`config.mk`:
```
export PLATFORM = sky130hd
export DESIGN_NAME = imm_gen_stage
export DESIGN_NICKNAME = d
export VERILOG_FILES = /design/src/rtl/imm_gen_pkg.sv /design/src/rtl/imm_gen_core.sv /design/src/rtl/imm_gen_stage.sv
export SDC_FILE = /design/constraint.sdc
export NUM_CORES = 1
export LEC_CHECK = 0
export ABC_AREA = 0
export BUFFER_PORTS_ARGS = -buffer_cell sky130_fd_sc_hd__clkbuf_2
export CAP_MARGIN = 10
export CORE_MARGIN = 2
export CORE_UTILIZATION = 30
export DETAILED_ROUTE_END_ITERATION = 8
export GPL_TIMING_DRIVEN = 0
export PLACE_DENSITY = 0.59
export REMOVE_ABC_BUFFERS = 1
export SYNTH_ARGS = -nofsm -noshare
export SYNTH_HDL_FRONTEND = slang
export SYNTH_SLANG_ARGS = --single-unit
export TNS_END_PERCENT = 1
```
`constraint.sdc`:
```
create_clock -name clk -period 2.01 [get_ports clk]
set_input_delay 0.402 -clock clk [delete_from_list [all_inputs] [get_ports clk]]
set_output_delay 0.402 -clock clk [all_outputs]
set_load 0.005 [all_outputs]
```
`src/rtl/imm_gen_pkg.sv`:
```
// Shared constants for the pipelined immediate generator: format encodings
// and the select bit that chooses zero- versus sign-extension.
package imm_gen_pkg;

    localparam logic [2:0] FMT_U     = 3'b000;
    localparam logic [2:0] FMT_J     = 3'b001;
    localparam logic [2:0] FMT_I     = 3'b010;
    localparam logic [2:0] FMT_B     = 3'b011;
    localparam logic [2:0] FMT_S     = 3'b100;
    localparam logic [2:0] FMT_SHAMT = 3'b101;
    localparam logic [2:0] FMT_ZIMM  = 3'b110;
    localparam logic [2:0] FMT_ILLEG = 3'b111;

    localparam int ZEXT_BIT = 3;

    // Fill bit for the signed formats: the instruction sign unless zero-extension is selected.
    function automatic logic ext_fill(input logic [3:0] sel, input logic sign);
        return sel[ZEXT_BIT] ? 1'b0 : sign;
    endfunction

endpackage

```
`src/rtl/imm_gen_core.sv`:
```
// Combinational immediate decoder: INSTR/SEL to an XLEN-wide immediate plus
// an illegal-format flag.
module imm_gen_core
    import imm_gen_pkg::*;
#(
    parameter int XLEN = 32
) (
    input  logic [31:0]     instr,
    input  logic [3:0]      sel,
    output logic [XLEN-1:0] imm,
    output logic            err
);

    logic        ext;
    logic        fill;
    logic        shamt_hi;
    logic [31:0] raw;
    logic        unused_opcode;

    assign ext           = ext_fill(sel, instr[31]);
    assign shamt_hi      = (XLEN == 64) ? instr[25] : 1'b0;
    assign unused_opcode = ^instr[6:0];

    always_comb begin
        err  = 1'b0;
        fill = 1'b0;
        raw  = 32'b0;
        case (sel[2:0])
            FMT_U: begin
                // U-type ignores the zero-extend bit; upper bits always follow INSTR[31].
                raw  = {instr[31:12], 12'b0};
                fill = instr[31];
            end
            FMT_J: begin
                raw  = {{11{ext}}, instr[31], instr[19:12], instr[20], instr[30:21], 1'b0};
                fill = ext;
            end
            FMT_I: begin
                raw  = {{20{ext}}, instr[31:20]};
                fill = ext;
            end
            FMT_B: begin
                raw  = {{19{ext}}, instr[31], instr[7], instr[30:25], instr[11:8], 1'b0};
                fill = ext;
            end
            FMT_S: begin
                raw  = {{20{ext}}, instr[31:25], instr[11:7]};
                fill = ext;
            end
            FMT_SHAMT: raw = {26'b0, shamt_hi, instr[24:20]};
            FMT_ZIMM:  raw = {27'b0, instr[19:15]};
            default:   err = 1'b1;
        endcase
        imm       = {XLEN{fill}};
        imm[31:0] = raw;
    end

endmodule

```
`src/rtl/imm_gen_stage.sv`:
```
// ID->EX immediate stage: decoded result registered into a two-entry skid
// buffer (entry 0 drives the outputs) with valid/ready handshaking and flush.
module imm_gen_stage
    import imm_gen_pkg::*;
#(
    parameter int XLEN  = 32,
    parameter int TAG_W = 32
) (
    input  logic             clk,
    input  logic             rst_n,
    input  logic             flush,
    input  logic             in_valid,
    output logic             in_ready,
    input  logic [31:0]      instr,
    input  logic [3:0]       sel,
    input  logic [TAG_W-1:0] in_tag,
    output logic             out_valid,
    input  logic             out_ready,
    output logic [XLEN-1:0]  imm,
    output logic             err,
    output logic [TAG_W-1:0] out_tag
);

    typedef struct packed {
        logic [XLEN-1:0]  imm;
        logic             err;
        logic [TAG_W-1:0] tag;
    } entry_t;

    entry_t          e0;
    entry_t          e1;
    entry_t          in_entry;
    logic            e0_full;
    logic            e1_full;
    logic [XLEN-1:0] dec_imm;
    logic            dec_err;
    logic            accept;
    logic            xfer;

    imm_gen_core #(.XLEN(XLEN)) u_core (
        .instr (instr),
        .sel   (sel),
        .imm   (dec_imm),
        .err   (dec_err)
    );

    assign in_entry = '{imm: dec_imm, err: dec_err, tag: in_tag};
    assign accept   = in_valid & in_ready;
    assign xfer     = e0_full & out_ready;

    always_ff @(posedge clk or negedge rst_n) begin
        if (!rst_n) begin
            e0      <= '0;
            e1      <= '0;
            e0_full <= 1'b0;
            e1_full <= 1'b0;
        end else if (flush) begin
            e0_full <= 1'b0;
            e1_full <= 1'b0;
        end else if (xfer) begin
            // in_ready is low whenever entry 1 is full, so accept and refill-from-skid never coincide.
            if (e1_full) begin
                e0      <= e1;
                e1_full <= 1'b0;
            end else if (accept) begin
                e0 <= in_entry;
            end else begin
                e0_full <= 1'b0;
            end
        end else if (accept) begin
            if (!e0_full) begin
                e0      <= in_entry;
                e0_full <= 1'b1;
            end else begin
                e1      <= in_entry;
                e1_full <= 1'b1;
            end
        end
    end

    assign in_ready  = ~e1_full;
    assign out_valid = e0_full;
    assign imm       = e0.imm;
    assign err       = e0.err;
    assign out_tag   = e0.tag;

endmodule
```
==> impl_metrics.ini, run 1 <==
[routing]
drtIter0Drc = 325
ant_nets = 0
vias_per_cell = 4.74
vias = 5180
drt-wirelength-per-cell_microns = 15.0
wl_microns = 16400
drtPass1Iterations = 4
drc_errors = 0

[clock_tree]
clkTransAtPathRegs_ns = 0.06
cts_root_buf = clkbuf_16
clk_latency_ns = 0.42
cts.sinks = 132
cts_max_level = 4
cts_buffers = 17
cts_max_path_buffers = 2
cts_tree = built

[logic_synthesis]
ys.flop_type = dfrtp_1
ys_seq_area_frac = 0.534
ys_async_sr_fraction = 1.00
yosys.area.top_type_share = 0.534
ys_ff_latch = 132
synthTopCellsByCount = nand2_1, dfrtp_1, nor2_1
syn-instance-count = 700
synth_top_area_cell = dfrtp_1
yosysWarnings = 0
synthTopCellsByArea = dfrtp_1, nand2_1, a31oi_1
syn_area_sq_um = 6180
synth-edff-count = 0
synth_most_common_cell = nand2_1
syn_avg_cell_area_sq_um = 8.83
synth.distinct_cells = 46

[finish]
fin_area_sq_um = 7780
layout-drive-gt1-share = 0.235
fillerInstances = 2023
finalNonFillerCells = 1093
nNetsFinal = 883
area_delta_synth_final_pct = 25.9
antennaDiodeCount = 0

[timing]
fin_skew_ns = 0.00646
finalSetupViolCount = 0
fin_crit_ns = 1.93
rsz0062_at_grt = yes
slew_viol_final = 0
worst_pin_slew_ns = 0.778
maxSlewHeadroom = 0.482
setup_ws_ns = 0.0828
hold_viol = 0
max_freq_mhz = 519
period_share = 0.959

[global_route]
gr-total-overflow = 0
grt_max_degree = 76
first_global_vias = 4983
track_usage = 0.155
grt_pass1_wl_microns = 26800
antenna_found_initial = 0

[floorplan]
die_area_sq_um = 21800
initial_core_util = 0.306
die_y_microns = 148
ios = 140
core_sq_um = 20200
core.rowCount = 52
die_w_microns = 148

[place]
post-place-ws_ns = -0.578
io_buffers = 132
place_area_sq_um = 7150
dp_hpwl_microns = 10900
dp.cells = 1059
gp_congestion = 0.800

[setup_path]
end_kind = register
ff2ff_setup_slack_ns = 0.14
start_kind = primary input
critPathTopFamily = simple AND/OR/NAND/NOR gates
cp_cell_sequence = clkbuf_2 -> nor2_2 -> or3_1 -> a211oi_1 -> a211o_2
critPathKind = primary input to register
path_max_fanout = 23
crit_arrival_ns = 2.23
crit_buf_inv = 1
slowest_delay_ns = 0.54
cp_slowest_cell = or3_1
crit_required_ns = 2.31

[worst_hold_path]
holdCritPathClass = primary input to register

[power]
total_power_mw = 7.76
leakage_nw = 3.76
p_per_area_nw_per_um2 = 997
ir_drop_uv = 574

[job]
maxCapViolCount = 0

[run_status]
outcome = complete, no violations
-- state kept, by name, indices dropped and copies added (netlist names) --
signal     count
e1            65
e1_full        1
err            1
imm           32
out_tag       32
out_valid      1
-- worst min-delay path: stages --
cell      delay, ns
clkbuf_2       0.09
nand2_1        0.04
nand2_1        0.04
-- layout by cell type, fill, tap and decap left out, drive strengths merged, types with 2 or more instances in the layout --
cell type	instances
a211oi	17
clkinvlp	3
nand3	24
a31oi	47
bufinv	2
o21ai	37
nor3b	2
and3	11
dfrtp	132
nor2b	10
buf	12
nor3	4
and2	6
a21oi	22
nor2	55
nand2	218
inv	2
or3	2
clkbuf	155
nand3b	5
nand2b	8
o211ai	14
clkinv	4
mux2i	6
a211o	9
a221o	4
-- power breakdown --
group	switching, mW	total [mW]	internal [mW]	leakage, nW
combinational	0.673	1.23	0.557	1.85
clock	1.16	3.07	1.92	0.279
sequential	0.269	3.46	3.19	1.63
total	2.10	7.76	5.66	3.76
-- metal layers --
| metal | vias up | part of all wire | GRT usage |
|---|---|---|---|
| li1 | 2613 | - | - |
| met1 | 2416 | 0.49 | 0.213 |
| met2 | 141 | 0.45 | 0.244 |
| met3 | 10 | 0.045 | 0.0380 |
| met4 | 0 | 0.010 | 0.0442 |
| met5 | - | 0 | 0 |
-- final cells by class --
class                      instances  area, sq um  share of cell area
sequential                       132         3310               0.425
multi-input combinational        512         2640               0.339
timing repair buffer             145          917               0.118
clock buffer                      23          478              0.0614
tap                              270          338              0.0434
clock inverter                     9          103              0.0132
inverter                           2         7.51            0.000964
-- stage by stage --
step	util	hold WS [ns]	setup TNS, ns
finish	0.385	0.191	0
global route	0.385	0.175	-0.0351
global placement	0.341	0.449	-490.10
floorplan	-	0.106	-79.08
detailed placement	0.353	0.412	-17.03
CTS	0.383	0.181	-0.0747
-- cell families (layout without fill, tap and decap cells) --
logic type	after synthesis	in the layout	synth area share
mux	7	7	0.0115
xor+xnor	1	1	0.00142
simple gates	352	352	0.248
flops	132	132	0.534
buf+inv	56	179	0.0476
compound gates	152	152	0.157
-- final timing paths --
kind | from | endpoint | cells after the start
min reg2reg | e1[36]$_DFFE_PN0P_ | e1[36]$_DFFE_PN0P_ | 2
min | in_tag[14] | e1[14]$_DFFE_PN0P_ | 3
max | sel[0] | imm[25]$_DFFE_PN0P_ | 5
max reg2reg | e1_full$_DFFE_PN0P_ | imm[19]$_DFFE_PN0P_ | 6
min in group asynchronous | rst_n | out_tag[6]$_DFFE_PN0P_ | 2
max in group asynchronous | rst_n | imm[16]$_DFFE_PN0P_ | 3
-- timing repair --
action | in CTS | in global routing
gates resized for setup | 2 | 7
hold buffers | 1 | 0
setup endpoints to repair | 59 | 24
pin swaps | 1 | 0
hold endpoints to repair | 57 | 0
buffers inserted | 1 | 0
(Power assumes the default switching activity.)
==> run 2: changes to the inputs <==
RECOVER_POWER = 100   (was default)
==> run 2 against run 1 <==
Cell area down 1.5%. Flip-flop and latch count unchanged. Clock power about the same. Combinational power down 3%. Non-clock buffer count unchanged. Global-route usage unchanged. Clock-buffer cell count unchanged. Final cell count unchanged. Sequential power about the same. Routed wire length about the same.
==> impl_metrics.ini, run 2 (synthesis gave the netlist of run 1 again) <==
[floorplan]
die_y_microns = 148
ios = 140
initial_core_util = 0.306
core_sq_um = 20200
die_w_microns = 148
die_area_sq_um = 21800
core.rowCount = 52

[setup_path]
end_kind = register
crit_buf_inv = 1
crit_arrival_ns = 2.22
crit_required_ns = 2.31
start_kind = primary input
path_max_fanout = 23
critPathTopFamily = simple AND/OR/NAND/NOR gates
critPathKind = primary input to register
cp_cell_sequence = clkbuf_2 -> nor2_2 -> or3_1 -> a211oi_1 -> a211o_2
slowest_delay_ns = 0.54
cp_slowest_cell = or3_1

[global_route]
gr-total-overflow = 0
antenna_found_initial = 0
grt_pass1_wl_microns = 26800
first_global_vias = 4983
grt_max_degree = 76
track_usage = 0.155

[job]
maxCapViolCount = 0

[clock_tree]
cts_root_buf = clkbuf_16
cts.sinks = 132
cts_max_path_buffers = 2
cts_max_level = 4
cts_buffers = 17
clk_latency_ns = 0.41
clkTransAtPathRegs_ns = 0.06
cts_tree = built

[routing]
wl_microns = 16400
drtPass1Iterations = 7
drc_errors = 0
ant_nets = 0
vias_per_cell = 4.78
vias = 5223
drt-wirelength-per-cell_microns = 15.0
drtIter0Drc = 336

[run_status]
outcome = complete, no violations

[finish]
area_delta_synth_final_pct = 24.1
final_cell_mix = nand2_1, dfrtp_1, clkbuf_2
nNetsFinal = 883
layout_commonest_cell = nand2_1
finalNonFillerCells = 1093
fin_area_sq_um = 7670
layout-drive-gt1-share = 0.197
antennaDiodeCount = 0
largest_reg_flops = 65
finish.utilization = 0.379
regMostFlops = e1
fillerInstances = 2054

[timing]
worst_pin_slew_ns = 0.786
fin_skew_ns = 0.00650
rsz0062_at_grt = yes
maxSlewHeadroom = 0.476
fin_crit_ns = 1.92
worst_hold_slack_ns = 0.198
period_share = 0.955
hold_viol = 0
slew_viol_final = 0
max_freq_mhz = 521
finalSetupViolCount = 0

[power]
total_power_mw = 7.71
p_int_mw = 5.62
power.share.combinational = 0.154
pwr-share-seq = 0.448
ir_drop_uv = 567
p_per_area_nw_per_um2 = 1010
p_clk_frac = 0.397
leakage_nw = 3.63
switching_share = 0.271
power_switching_mw = 2.09

[place]
dp_hpwl_microns = 10900
place_area_sq_um = 7150
dp.cells = 1059
io_buffers = 132
gp_congestion = 0.800

[worst_hold_path]
holdCritPathClass = primary input to register
run 2: changes by cell type in the layout (fill, tap and decap cells not counted), moves of 2 or more:
cell      change
buf_6         +2
buf_4         +2
clkbuf_1     +31
clkbuf_2     -31
and2_1        -2
buf_8         -2
buf_16        -2
and2_0        +2
buf_12        -2
run 2: final timing paths:
check,start,end,slack (ns),cells past startpoint
setup / recovery,sel[0],imm[25]$_DFFE_PN0P_,0.09,5
setup reg to reg,e1_full$_DFFE_PN0P_,imm[19]$_DFFE_PN0P_,0.13,6
max in group asynchronous,rst_n,imm[16]$_DFFE_PN0P_,0.45,3
hold reg to reg,e1[34]$_DFFE_PN0P_,e1[34]$_DFFE_PN0P_,0.47,2
min in group asynchronous,rst_n,out_tag[6]$_DFFE_PN0P_,0.51,2
hold / removal,in_tag[24],e1[24]$_DFFE_PN0P_,0.20,3
run 2: routing by layer:
metal  up-vias  GRT usage  routed length [microns]
met4         0     0.0442                      190
li1       2613          -                        -
met2       162      0.244                     7450
met3        13     0.0380                      908
met1      2435      0.213                     7810
met5         -          0                        0
run 2: what timing repair did:
| item | in CTS | in global routing |
|---|---|---|
| setup buffers | 1 | 0 |
| endpoints found under the hold margin | 57 | 0 |
| hold buffers | 1 | 0 |
| resized for setup | 2 | 7 |
| pin swaps | 1 | 0 |
| setup endpoints to repair | 59 | 24 |
run 2: per-stage QoR:
step                      setup WS [ns]  setup TNS, ns
after floorplan                   -1.12         -79.08
after global placement            -2.94        -490.10
after detailed placement         -0.578         -17.03
after CTS                       -0.0212        -0.0747
after global routing            -0.0158        -0.0484
final                            0.0913              0
run 2: worst register-to-register path, cell delays in order (launching register included):
cell      delay [ns]
dfrtp_2         0.46
nand2b_4        0.21
a211oi_4        0.32
buf_16          0.19
buf_8           0.19
nand2_2         0.17
o211ai_1        0.24
run 2: power by group through the flow:
stage                     logic [mW]  clock network [mW]  registers (mW)
after floorplan                0.612                   0            3.48
after global placement          1.18                   0            3.49
after detailed placement        1.24                   0            3.51
after CTS                       1.25                3.15            3.46
after global routing            1.37                3.27            3.53
final                           1.19                3.06            3.46
run 2: area by class of cell:
cell class	instances	area (sq um)	share of cell area
timing repair buffer	145	803	0.105
sequential	132	3310	0.431
inverter	2	7.51	0.000979
clock buffer	23	478	0.0623
clock inverter	9	103	0.0134
tap	270	338	0.0440
multi-input combinational	512	2640	0.344
==> run 3: changes to the inputs <==
CORE_UTILIZATION = 54   (was 30)
PLACE_DENSITY = default   (was 0.59)
PLACE_DENSITY_LB_ADDON = 0.1   (was default)
clock period = 2.2 ns   (was 2.01 ns; I/O delays follow)
==> run 3 against run 2 <==
Global-route usage grew 10 points. Routed wire length shrank 6.0%. Setup slack gained 0.047 ns. Flip-flop and latch count is the same. Final cell count shrank 12%. Total power shrank 12%. Sequential share of layout area grew 1.1 points. Via count grew 5.6%. Cell area shrank 2.5%. Combinational power shrank 9%. First-iteration DRC count grew 53%. Critical path type is now register to register. Largest cell class unchanged. Largest power group unchanged.
==> impl_metrics.ini, run 3 (synthesis gave the netlist of run 1 again) <==
[routing]
vias = 5518
drtPass1Iterations = 5
drtIter0Drc = 514
met1_length_microns = 6730
top_layer = met4
wl_microns = 15400
met2_length_microns = 7470
ant_nets = 0
drc_errors = 0
vias_per_cell = 5.72
drt-wirelength-per-cell_microns = 15.9
wl_met3_microns = 900

[finish]
regMostFlops = e1
area_delta_synth_final_pct = 20.9
largest_reg_flops = 65
fillerInstances = 930
antennaDiodeCount = 0
final_cell_mix = nand2_1, dfrtp_1, clkbuf_2
layout-drive-gt1-share = 0.198
nNetsFinal = 884
regArea_sq_um = 3300
layout_commonest_cell = nand2_1
multiInputGateArea_sq_um = 2600

[timing]
worst_hold_slack_ns = 0.228
maxSlewHeadroom = 0.370
max_freq_mhz = 485
slew_viol_final = 0
worst_pin_slew_ns = 0.938
hold_viol = 0
fin_crit_ns = 2.06
setup_ws_ns = 0.138
rsz0062_at_grt = no
fin_skew_ns = 0.00443
finalSetupViolCount = 0
period_share = 0.937

[floorplan]
core_sq_um = 11300
die_area_sq_um = 12300
core.rowCount = 39
ios = 140
initial_core_util = 0.548
die_w_microns = 111
die_y_microns = 111

[setup_path]
start_kind = register
critPathKind = register to register
crit_start = e1_full$_DFFE_PN0P_
crit_required_ns = 2.49
regToRegStartpoint = e1_full$_DFFE_PN0P_
crit_arrival_ns = 2.35
end_kind = register
path_max_fanout = 40

[worst_hold_path]
worstHoldStart = in_tag[3]
holdCritPathClass = primary input to register

[power]
total_power_mw = 6.80
switching_share = 0.270
p_per_area_nw_per_um2 = 910
p_clk_frac = 0.374
p_int_mw = 4.96
power.share.combinational = 0.159
ir_drop_uv = 599
pwr-share-seq = 0.467
leakage_nw = 3.66
power_switching_mw = 1.84

[job]
maxCapViolCount = 0

[clock_tree]
cts_root_buf = clkbuf_16
cts_max_path_buffers = 2
clkTransAtPathRegs_ns = 0.05
cts_max_level = 4
cts.sinks = 132
cts_tree = built
clk_latency_ns = 0.42
cts_buffers = 17

[global_route]
track_usage = 0.259
grt_max_degree = 100
antenna_found_initial = 0
gr-total-overflow = 0
first_global_vias = 5299
grt_pass1_wl_microns = 25600

[place]
post-place-ws_ns = -0.288
gp_congestion = 0.796
dp_hpwl_microns = 9990
io_buffers = 132

[run_status]
outcome = complete, no violations
==> run 3: path summary, 6_finish.rpt <==
kind | end | slack [ns] | cells past startpoint
min reg2reg | e1[43]$_DFFE_PN0P_ | 0.47 | 2
min in group asynchronous | e1[17]$_DFFE_PN0P_ | 0.70 | 2
max in group asynchronous | imm[29]$_DFFE_PN0P_ | 0.49 | 3
max | e1[53]$_DFFE_PN0P_ | 0.14 | 5
max reg2reg | e1[53]$_DFFE_PN0P_ | 0.14 | 5
min | e1[3]$_DFFE_PN0P_ | 0.23 | 3
==> run 3: worst max-delay path, cell delays in order, from the launching register on <==
cell	delay, ns
dfrtp_1	0.47
nand2b_4	0.21
or3_2	0.77
buf_12	0.29
nand2_1	0.08
o21ai_0	0.08
==> run 3: per-stage QoR <==
stage	cells	setup TNS, ns	cell area [sq um]	utilization
floorplan	646	-57.15	5900	-
CTS	963	0	7530	0.668
global route	965	0	7470	0.663
finish	965	0	7470	0.663
detailed placement	931	-5.43	6970	0.619
global placement	921	-399.24	6740	0.598
==> run 3: power by group through the flow <==
| stage | Sequential [mW] | Clock (mW) | Combinational (mW) |
|---|---|---|---|
| after floorplan | 3.18 | 0 | 0.560 |
| after global placement | 3.19 | 0 | 1.04 |
| after detailed placement | 3.21 | 0 | 1.11 |
| after CTS | 3.18 | 2.58 | 1.12 |
| after global routing | 3.23 | 2.68 | 1.23 |
| final | 3.18 | 2.55 | 1.08 |
==> run 3: layer usage <==
layer | vias to the layer above | global-route usage
met5 | - | 0
met4 | 0 | 0.113
li1 | 2608 | -
met3 | 23 | 0.0552
met1 | 2691 | 0.336
met2 | 196 | 0.422
==> run 3: final cells by class <==
type / instances / share of cell area
Clock buffer: 25 / 0.0676
Inverter: 2 / 0.00100
Sequential cell: 132 / 0.442
Tap cell: 143 / 0.0239
Clock inverter: 5 / 0.00335
Multi-Input combinational cell: 512 / 0.348
Timing Repair Buffer: 146 / 0.114
==> run 3: what timing repair did <==
action	CTS	global route
pin swaps	1	1
setup endpoints to repair	13	9
endpoints found under the hold margin	33	0
gates resized for setup	1	1
hold buffers	1	0
buffers inserted	1	2
cloned	0	0
